===== config.mk =====
export PLATFORM = sky130hd
export DESIGN_NAME = logic_unit_seq
export DESIGN_NICKNAME = d
export VERILOG_FILES = /design/src/rtl/logic_unit_seq.sv
export SDC_FILE = /design/constraint.sdc
export NUM_CORES = 1
export LEC_CHECK = 0
export ABC_CLOCK_PERIOD_IN_PS = 6100
export CORE_MARGIN = 2
export CORE_UTILIZATION = 39
export DETAILED_ROUTE_END_ITERATION = 6
export HOLD_SLACK_MARGIN = 0.15
export PLACE_DENSITY = 0.68
export SLEW_MARGIN = 15
export SYNTH_ARGS = -nofsm -noshare
export SYNTH_HDL_FRONTEND = slang
export SYNTH_SLANG_ARGS = --single-unit
export TNS_END_PERCENT = 20

===== constraint.sdc =====
create_clock -name clk -period 6.1 [get_ports clk]
set_clock_uncertainty 0.15 [all_clocks]
set_input_delay 1.22 -clock clk [delete_from_list [all_inputs] [get_ports clk]]
set_output_delay 1.22 -clock clk [all_outputs]
set_load 0.005 [all_outputs]

===== src/rtl/logic_unit_seq.sv =====
// rtl/logic_unit_seq.sv - multi-cycle sliced AND/OR/XOR/NOT unit; optional parity via LOGIC_UNIT_SEQ_PARITY_EN
module logic_unit_seq #(
    parameter int WIDTH = 8,
    parameter int SLICE = 2
) (
    input  logic             clk,
    input  logic             rst,
    input  logic             start,
    input  logic [1:0]       op,
    input  logic [WIDTH-1:0] a,
    input  logic [WIDTH-1:0] b,
    output logic             busy,
    output logic             done,
    output logic [WIDTH-1:0] y,
    output logic             zero
`ifdef LOGIC_UNIT_SEQ_PARITY_EN
    ,
    output logic             parity
`endif
);

    localparam int STEPS = WIDTH / SLICE;
    localparam int CW    = (STEPS > 1) ? $clog2(STEPS) : 1;

    typedef enum logic [1:0] {
        IDLE = 2'd0,
        BUSY = 2'd1,
        DONE = 2'd2
    } state_t;

    state_t           state;
    logic [CW-1:0]    cnt;
    logic [WIDTH-1:0] a_q;
    logic [WIDTH-1:0] b_q;
    logic [1:0]       op_q;
    logic [WIDTH-1:0] res_q;
    logic [WIDTH-1:0] res_next;
    logic [31:0]      base;
    logic [SLICE-1:0] sa;
    logic [SLICE-1:0] sb;
    logic [SLICE-1:0] sr;
    logic             last_step;

    assign last_step = (cnt == CW'(STEPS - 1));

    // One slice of the latched operands is evaluated and merged into the result image
    always_comb begin
        res_next = res_q;
        base     = 32'(cnt) * SLICE;
        sa       = a_q[base +: SLICE];
        sb       = b_q[base +: SLICE];
        case (op_q)
            2'b00:   sr = sa & sb;
            2'b01:   sr = sa | sb;
            2'b10:   sr = sa ^ sb;
            default: sr = ~sa;
        endcase
        res_next[base +: SLICE] = sr;
    end

    // Control FSM, operand capture and result/flag registers; outputs only move at completion
    always_ff @(posedge clk or posedge rst) begin
        if (rst) begin
            state  <= IDLE;
            cnt    <= '0;
            a_q    <= '0;
            b_q    <= '0;
            op_q   <= '0;
            res_q  <= '0;
            y      <= '0;
            zero   <= 1'b0;
`ifdef LOGIC_UNIT_SEQ_PARITY_EN
            parity <= 1'b0;
`endif
        end else begin
            case (state)
                IDLE, DONE: begin
                    if (start) begin
                        a_q   <= a;
                        b_q   <= b;
                        op_q  <= op;
                        cnt   <= '0;
                        state <= BUSY;
                    end else begin
                        state <= IDLE;
                    end
                end
                BUSY: begin
                    res_q <= res_next;
                    if (last_step) begin
                        y      <= res_next;
                        zero   <= (res_next == '0);
`ifdef LOGIC_UNIT_SEQ_PARITY_EN
                        parity <= ^res_next;
`endif
                        cnt    <= '0;
                        state  <= DONE;
                    end else begin
                        cnt <= cnt + 1'b1;
                    end
                end
                default: state <= IDLE;
            endcase
        end
    end

    assign busy = (state == BUSY);
    assign done = (state == DONE);

endmodule


* Yosys cells after proc, flatten, opt, wreduce, memory -nomap -nowiden *
Index checks and enable logic that the tools add are counted.
Widths: inputs -> output; s select.

cells by class
  $add $sub $neg = 2
  eq/ne operators = 7
  shifts and indexed selects = 4
  muxes and demuxes = 8
  bitwise operators = 4
  reduce and logical (&&, ||, !) cells = 8

operator list
  kind                    number
  $neg 3->34              1
  $shift 2x34->8 const A  1
  $shiftx 2x34->8         1
  $shiftx 8x4->2          2
  $bwmux 8                1
  $logic_not 8->1         1
  $pmux 2 s2              2
  $eq 2x2->1 const B      3
  $mux 2                  3
  $pmux 2 s3              1
  $reduce_and 2->1        3
  $eq 2x1->1 const B      2
  $logic_not 2->1         2
  $add 2x1->2 const B     1
  $and 2x2->2             1
  $ne 2x1->1 const B      1
  $ne 2x2->1 const B      1
  $not 2->2               1
  $or 2x2->2              1
  $reduce_bool 2->1       1
  $reduce_or 2->1         1
  $xor 2x2->2             1
  $mux 1                  1

storage, ports and cells
  register bits after elaboration = 39
  input port bits = 21
  output and inout port bits = 11
  word-level logic and storage cells = 41

* Longest topological paths before layout *
Gate-level depths: netlist of run 1.

  depth after elaboration = 6
  mapped depth = 8
  gate-level depth less buffers = 7

* Worst setup path after synthesis of run 1 *
OpenSTA, ideal clock, no wires.

  path kind = flip-flop to flip-flop
  from = register cnt[0]
  to = register y[3]
  arrival time = 2.357 ns
  data required time = 5.825 ns
  slack = 3.468 ns
  cell stages (with the launch flop) = 9
  clock period less this slack = 2.632 ns
  path through = dfrtp_1 dlygate4sd1_1 mux4_2 inv_1 ha_1 inv_1 mux4_2 o22ai_1 mux2_2

between the ends
  word-level cells in the longest chain between the ends = 5
  elaborated cells between the ends (all ways) = 13
  those cells by class = add/sub (1); eq/ne (1); shift (4); mux (2); bitwise (4); reduce/logical (1)

ends and longest elaborated chain
  item                                 RTL line  RTL
  start, declared                      32        logic [CW-1:0] cnt;
  start signal, assigned               99        cnt <= cnt + 1'b1;
  $shiftx 8x4->2 (on tied branches)    50, 51
  $xor 2x2->2 (tied with other cells)  55        2'b10: sr = sa ^ sb;
  $pmux 2 s3                           52        case (op_q)
  $shiftx 2x34->8                      58        res_next[base +: SLICE] = sr;
  $bwmux 8                             58
  end signal, assigned                 91        y <= res_next;
  end, declared                        14        output logic [WIDTH-1:0] y,

Several ways; a longest one is shown, not always the timed one.
A chain may end at the register's enable or synchronous reset.

* Worst setup path in the final report of run 1 *
  from = register state[1]
  to = output busy

between the ends
  word-level cells in the longest chain between the ends = 1

ends and longest elaborated chain
  item                    RTL line  RTL
  start, declared         31        state_t state;
  start signal, assigned  64        state <= IDLE;
  start signal, assigned  83        state <= BUSY;
  start signal, assigned  85        state <= IDLE;
  $eq 2x1->1              107       assign busy = (state == BUSY);
  end, declared           12        output logic busy,

Every way passes these cells.

==> impl_metrics.py, run 1 <==
metrics = {
    "status": {
        "status": "complete, no violations",
    },
    "routing": {
        "num_vias": 1324,
        "avgViaCountPerCell": 5.02,
        "ant_nets": 0,
        "drc_errors": 0,
        "post_drt_wl_per_cell_um": 13.2,
        "firstDrtPassIters": 4,
        "drt-initial-drc-count": 96,
        "finalWirelength_um": 3470,
    },
    "sta": {
        "fmax_mhz": 328,
        "finalCritPeriodShare": 0.500,
        "setup_viol_count_final": 0,
        "fin_crit_ns": 3.05,
        "timing.final.ws_setup_ns": 3.05,
        "finalMaxSlewViolations": 0,
        "worstMarginPinSlew_ns": 0.950,
        "rsz0062_at_grt": "false",
        "hold_ws_ns": 0.335,
        "hold_violations": 0,
        "slew_headroom": 0.363,
        "fin_setup_tns_ns": 0,
    },
    "grt": {
        "grt_pass1_wl_um": 5910,
        "overflow": 0,
        "grt_start_max_net_pins": 40,
        "first_global_vias": 1319,
        "antenna_found_initial": 0,
        "track_usage": 0.139,
    },
    "die": {
        "core_sq_um": 4790,
        "die_y_um": 75.0,
        "die-area_sq_um": 5620,
        "start_util": 0.410,
        "design.portCount": 32,
        "fp.dieW_um": 75.0,
        "rows": 25,
    },
    "logic_synthesis": {
        "ys_seq_area_frac": 0.497,
        "yosys.area.top_type": "dfrtp_1",
        "synth_warnings": 0,
        "synth_area_sq_um": 1960,
        "synth_most_common_cell": "dfrtp_1",
        "synth_cell_types": 32,
        "synthCells": 161,
        "syn_avg_cell_area_sq_um": 12.2,
        "synth_seq_cells": 39,
        "synth_edf_count": 0,
        "synthTopCellsByArea": "dfrtp_1 (50%), mux2_1 (10%), mux4_2 (6.9%)",
        "ys_top_cells_by_count": "dfrtp_1 (39), mux2_1 (18), inv_1 (16)",
        "synth_top_cell_area_share": 0.497,
        "ys.flop_type": "dfrtp_1",
        "syn-num-nets": 192,
        "synthArstFlopShare": 1.00,
    },
    "worst_setup_path": {
        "worst-path-max-fanout": 8,
        "slowest_delay_ns": 0.53,
        "start_kind": "register",
        "worst_ep_arrival_time_ns": 1.68,
        "r2r_cells": 7,
        "r2r_slack_ns": 3.39,
        "endpoint": "busy",
        "cp_cell_sequence": "nand2b_1, inv_2, clkdlybuf4s50_1",
        "worstReg2RegEnd": "y[5]",
        "crit_cells": 3,
        "r2r-start": "cnt[0]",
        "critPathLaunch": "state[1]",
        "cp_num_buf_inv": 2,
        "crit_type": "register to output pin",
        "required_ns": 4.73,
        "crit_family": "buffers and inverters",
        "critPathSlowestCell": "clkdlybuf4s50_1",
        "cp-end-kind": "output pin",
    },
    "clocking": {
        "cts_setup_buffers": 0,
        "clkLatencyLatePin_ns": 0.29,
        "cts_made_buffers": 5,
        "clkTransAtPathRegs_ns": 0.07,
        "cts-root-buf": "clkbuf_8",
        "cts-resized-gates": 0,
        "cts_buffer_depth": 2,
        "cts_tree": "done",
        "cts_max_level": 2,
        "postCtsHoldBufs": 0,
        "cts.sink_count": 39,
    },
    "place": {
        "pre_cts_ws_ns": 2.96,
        "dp_cells": 256,
        "io_buffers": 31,
        "hpwlAfterDp_um": 2570,
        "gp_congestion": 0.799,
        "dpl-instance-area_sq_um": 2350,
    },
    "cells_and_area": {
        "fin_cells": 264,
        "utilization": 0.514,
        "drive_gt1_frac": 0.127,
        "synthToLayoutAreaGrowth_pct": 25.2,
        "fillCellCount": 422,
        "nNetsFinal": 227,
        "antenna_cells": 0,
        "stdcell_area_sq_um": 2460,
    },
    "power": {
        "p_per_area_nw_per_um2": 516,
        "irDropWorstVdd_v": 0.000221,
        "power.total_mw": 1.27,
        "leakage_nw": 1.07,
    },
    "worst_hold_path": {
        "hold_depth": 2,
        "hold_path.class": "register to register",
        "min_from": "y[0]",
    },
    "job": {
        "drv_cap": 0,
    },
}
-- tightest hold or removal path: stages (launching register included) --
cell     delay (ns)
dfrtp_1        0.34
nand2_1        0.05
o21ai_1        0.06
-- layer usage --
metal,vias up,share of wire,global-route usage
li1,643,-,-
met1,642,0.46,0.185
met2,34,0.48,0.219
met3,5,0.056,0.0428
met4,0,0.0055,0.0417
met5,-,0,0
-- flip-flops by register name, indices dropped and copies added, names as in the netlist --
| register | count |
|---|---|
| a_q | 8 |
| b_q | 8 |
| res_q | 8 |
| y | 8 |
| cnt | 2 |
| op_q | 2 |
| state | 2 |
| zero | 1 |
-- cell type report --
type	count	area [sq um]	area share
clock inverters	3	43.8	0.0178
repair buffers	32	318	0.129
well taps	67	83.8	0.0341
multi-input cells	99	897	0.365
clock buffers	5	68.8	0.0280
inverters	19	71.3	0.0290
flip-flops and latches	39	976	0.397
-- cell usage in the layout (no fill, tap or decap), types with 3 or more instances in the layout --
master | Yosys | routed
mux4_2 | 6 | 6
nand2_1 | 12 | 12
a2bb2oi_1 | 4 | 4
o22ai_1 | 5 | 5
mux2_1 | 18 | 18
clkdlybuf4s50_1 | 0 | 31
nor2_1 | 3 | 3
dfrtp_1 | 39 | 39
clkbuf_8 | 0 | 5
a22o_1 | 9 | 9
mux2_2 | 4 | 4
ha_1 | 10 | 10
o21ai_1 | 5 | 5
inv_1 | 16 | 16
-- power by group --
| group | leakage, nW | internal (mW) | switching [mW] | total (mW) |
|---|---|---|---|---|
| combinational | 0.523 | 0.312 | 0.304 | 0.616 |
| sequential | 0.492 | 0.363 | 0.0798 | 0.443 |
| clock | 0.0581 | 0.122 | 0.0893 | 0.211 |
-- cells by family after synthesis --
kind of cell	share of synthesized area
AOI/OAI and AO/OA	0.108
adders and majority gates	0.0637
buffers and inverters	0.0472
DFF	0.497
muxes	0.195
and+or+nand+nor	0.0892
-- worst min path at each step --
| stage | endpoint | slack [ns] |
|---|---|---|
| after detailed placement | a_q[5] | 0.32 |
| final | y[0] | 0.33 |
| after floorplan | b_q[4] | 0.30 |
| after CTS | a_q[5] | 0.34 |
| after global placement | b_q[0] | 0.31 |
| after global routing | b_q[6] | 0.36 |
No activity file was read; power rests on OpenSTA's default activity.
==> run 2, diff against run 1 <==
- ABC_CLOCK_PERIOD_IN_PS: 6100 -> 3200
- clock period: 6.1 -> 3.2 ns (I/O delays scaled with it)
==> run 2 against run 1 <==
Routed wire length is 3.2% higher. Sequential power is 87% higher. Non-clock buffer count is 2 higher. Via count stayed put. Final cell count is 0.76% higher. First-iteration DRC count is 27% lower. Design area is 0.10% higher. Critical path depth stayed put. Die area stayed put. Clock power is 71% higher. Critical path type unchanged. Largest power group unchanged.
==> impl_metrics.py, run 2 (synthesized netlist as in run 1, its figures left out) <==
metrics = {
    "place": {
        "gp_congestion": 0.835,
        "io_buffers": 31,
        "pre_cts_ws_ns": 0.770,
        "dp_cells": 258,
        "hpwlAfterDp_um": 2750,
    },
    "worst_setup_path": {
        "crit_family": "buffers and inverters",
        "start_kind": "register",
        "worst-path-max-fanout": 8,
        "required_ns": 2.41,
        "slowest_delay_ns": 0.53,
        "critPathSlowestCell": "clkdlybuf4s50_1",
        "worst_ep_arrival_time_ns": 1.69,
        "cp-end-kind": "output pin",
        "cp_num_buf_inv": 2,
        "cp_cell_sequence": "nand2b_1, inv_2, clkdlybuf4s50_1",
        "crit_type": "register to output pin",
    },
    "sta": {
        "worstMarginPinSlew_ns": 0.475,
        "timing.final.ws_setup_ns": 0.717,
        "hold_violations": 0,
        "slew_headroom": 0.683,
        "finalCritPeriodShare": 0.776,
        "fin_crit_ns": 2.48,
        "finalMaxSlewViolations": 0,
        "fmax_mhz": 403,
        "setup_viol_count_final": 0,
        "fin_setup_tns_ns": 0,
        "hold_ws_ns": 0.335,
        "rsz0062_at_grt": "false",
    },
    "cells_and_area": {
        "fin_cells": 266,
        "fillCellCount": 426,
        "drive_gt1_frac": 0.131,
        "antenna_cells": 0,
        "nNetsFinal": 229,
        "final_common_cell": "dfrtp_1",
        "mostFrequentLayoutCells": "dfrtp_1 (39), clkdlybuf4s50_1 (31), mux2_1 (18)",
        "ff_latch_area_sq_um": 976,
        "multi_input_area_sq_um": 897,
        "synthToLayoutAreaGrowth_pct": 25.4,
        "utilization": 0.514,
    },
    "routing": {
        "avgViaCountPerCell": 4.98,
        "drt-initial-drc-count": 70,
        "num_vias": 1324,
        "firstDrtPassIters": 4,
        "finalWirelength_um": 3580,
        "ant_nets": 0,
        "drc_errors": 0,
        "post_drt_wl_per_cell_um": 13.5,
    },
    "grt": {
        "grt_use_met2": 0.229,
        "grt_start_max_net_pins": 40,
        "busiest_layer": "met2",
        "grt_pass1_wl_um": 6200,
        "overflow": 0,
        "antenna_found_initial": 0,
        "met3_usage": 0.0455,
        "use_met1": 0.195,
        "track_usage": 0.147,
        "first_global_vias": 1336,
    },
    "die": {
        "rows": 25,
        "die_y_um": 75.0,
        "core_sq_um": 4790,
        "start_util": 0.410,
        "die-area_sq_um": 5620,
        "fp.dieW_um": 75.0,
        "design.portCount": 32,
    },
    "clocking": {
        "cts-resized-gates": 0,
        "cts_max_level": 2,
        "clkTransAtPathRegs_ns": 0.07,
        "cts_setup_buffers": 0,
        "cts_tree": "done",
        "clkLatencyLatePin_ns": 0.29,
        "cts.sink_count": 39,
        "cts_buffer_depth": 2,
        "cts-root-buf": "clkbuf_8",
        "cts_made_buffers": 5,
        "postCtsHoldBufs": 0,
    },
    "power": {
        "combPwrFrac": 0.500,
        "p_sw_uw": 884,
        "irDropWorstVdd_v": 0.000455,
        "leakage_nw": 1.08,
        "sw_frac_of_total": 0.372,
        "seqPwrFrac": 0.349,
        "p_per_area_nw_per_um2": 967,
        "clkPwrFrac": 0.152,
        "p_int_mw": 1.49,
    },
    "job": {
        "drv_cap": 0,
    },
    "status": {
        "status": "complete, no violations",
    },
    "worst_hold_path": {
        "hold_path.class": "register to register",
    },
}
run 2: cell count changes in the layout (fill, tap and decap cells not counted), sizes merged:
cell    previous run  this run
clkinv             3         1
clkbuf             5         8
bufinv             1         0
buf                1         3
run 2: power groups by stage:
stage | Combinational [mW] | Clock, mW | Sequential (mW)
5_1_grt | 1.34 | 0.398 | 0.861
4_1_cts | 1.21 | 0.374 | 0.836
2_1_floorplan | 0.908 | 0 | 0.799
6_report | 1.19 | 0.361 | 0.830
3_3_place_gp | 1.18 | 0 | 0.842
3_5_place_dp | 1.20 | 0 | 0.846
run 2: metrics by stage:
stage,cell area (sq um),total power [mW]
4_1_cts,2460,2.42
2_1_floorplan,1960,1.71
3_3_place_gp,2360,2.02
6_report,2460,2.38
3_5_place_dp,2360,2.05
5_1_grt,2460,2.60
run 2: final timing paths:
kind / startpoint / to / slack (ns) / cells past startpoint
min in group asynchronous: rst / a_q[4] / 0.61 / 3
worst min register to register: y[1] / y[1] / 0.33 / 2
worst min-delay path: y[1] / y[1] / 0.33 / 2
max in group asynchronous: rst / zero / 1.96 / 3
worst max register to register: cnt[0] / y[4] / 0.79 / 7
worst max-delay path: state[1] / busy / 0.72 / 3
run 2: final cells by class:
class / instances / area share
Inverter: 19 / 0.0290
Sequential cell: 39 / 0.397
Clock buffer: 8 / 0.0407
Timing Repair Buffer: 34 / 0.135
Multi-Input combinational cell: 99 / 0.365
Tap cell: 67 / 0.0341
run 2: worst min-delay path: stages, from the launching register on:
cell,delay (ns)
dfrtp_1,0.34
nand2_1,0.05
o21ai_1,0.06
run 2: layer usage:
metal | part of all wire | up-vias
met3 | 0.042 | 6
met1 | 0.47 | 643
met4 | 0.014 | 0
met5 | 0 | -
met2 | 0.48 | 26
li1 | - | 649
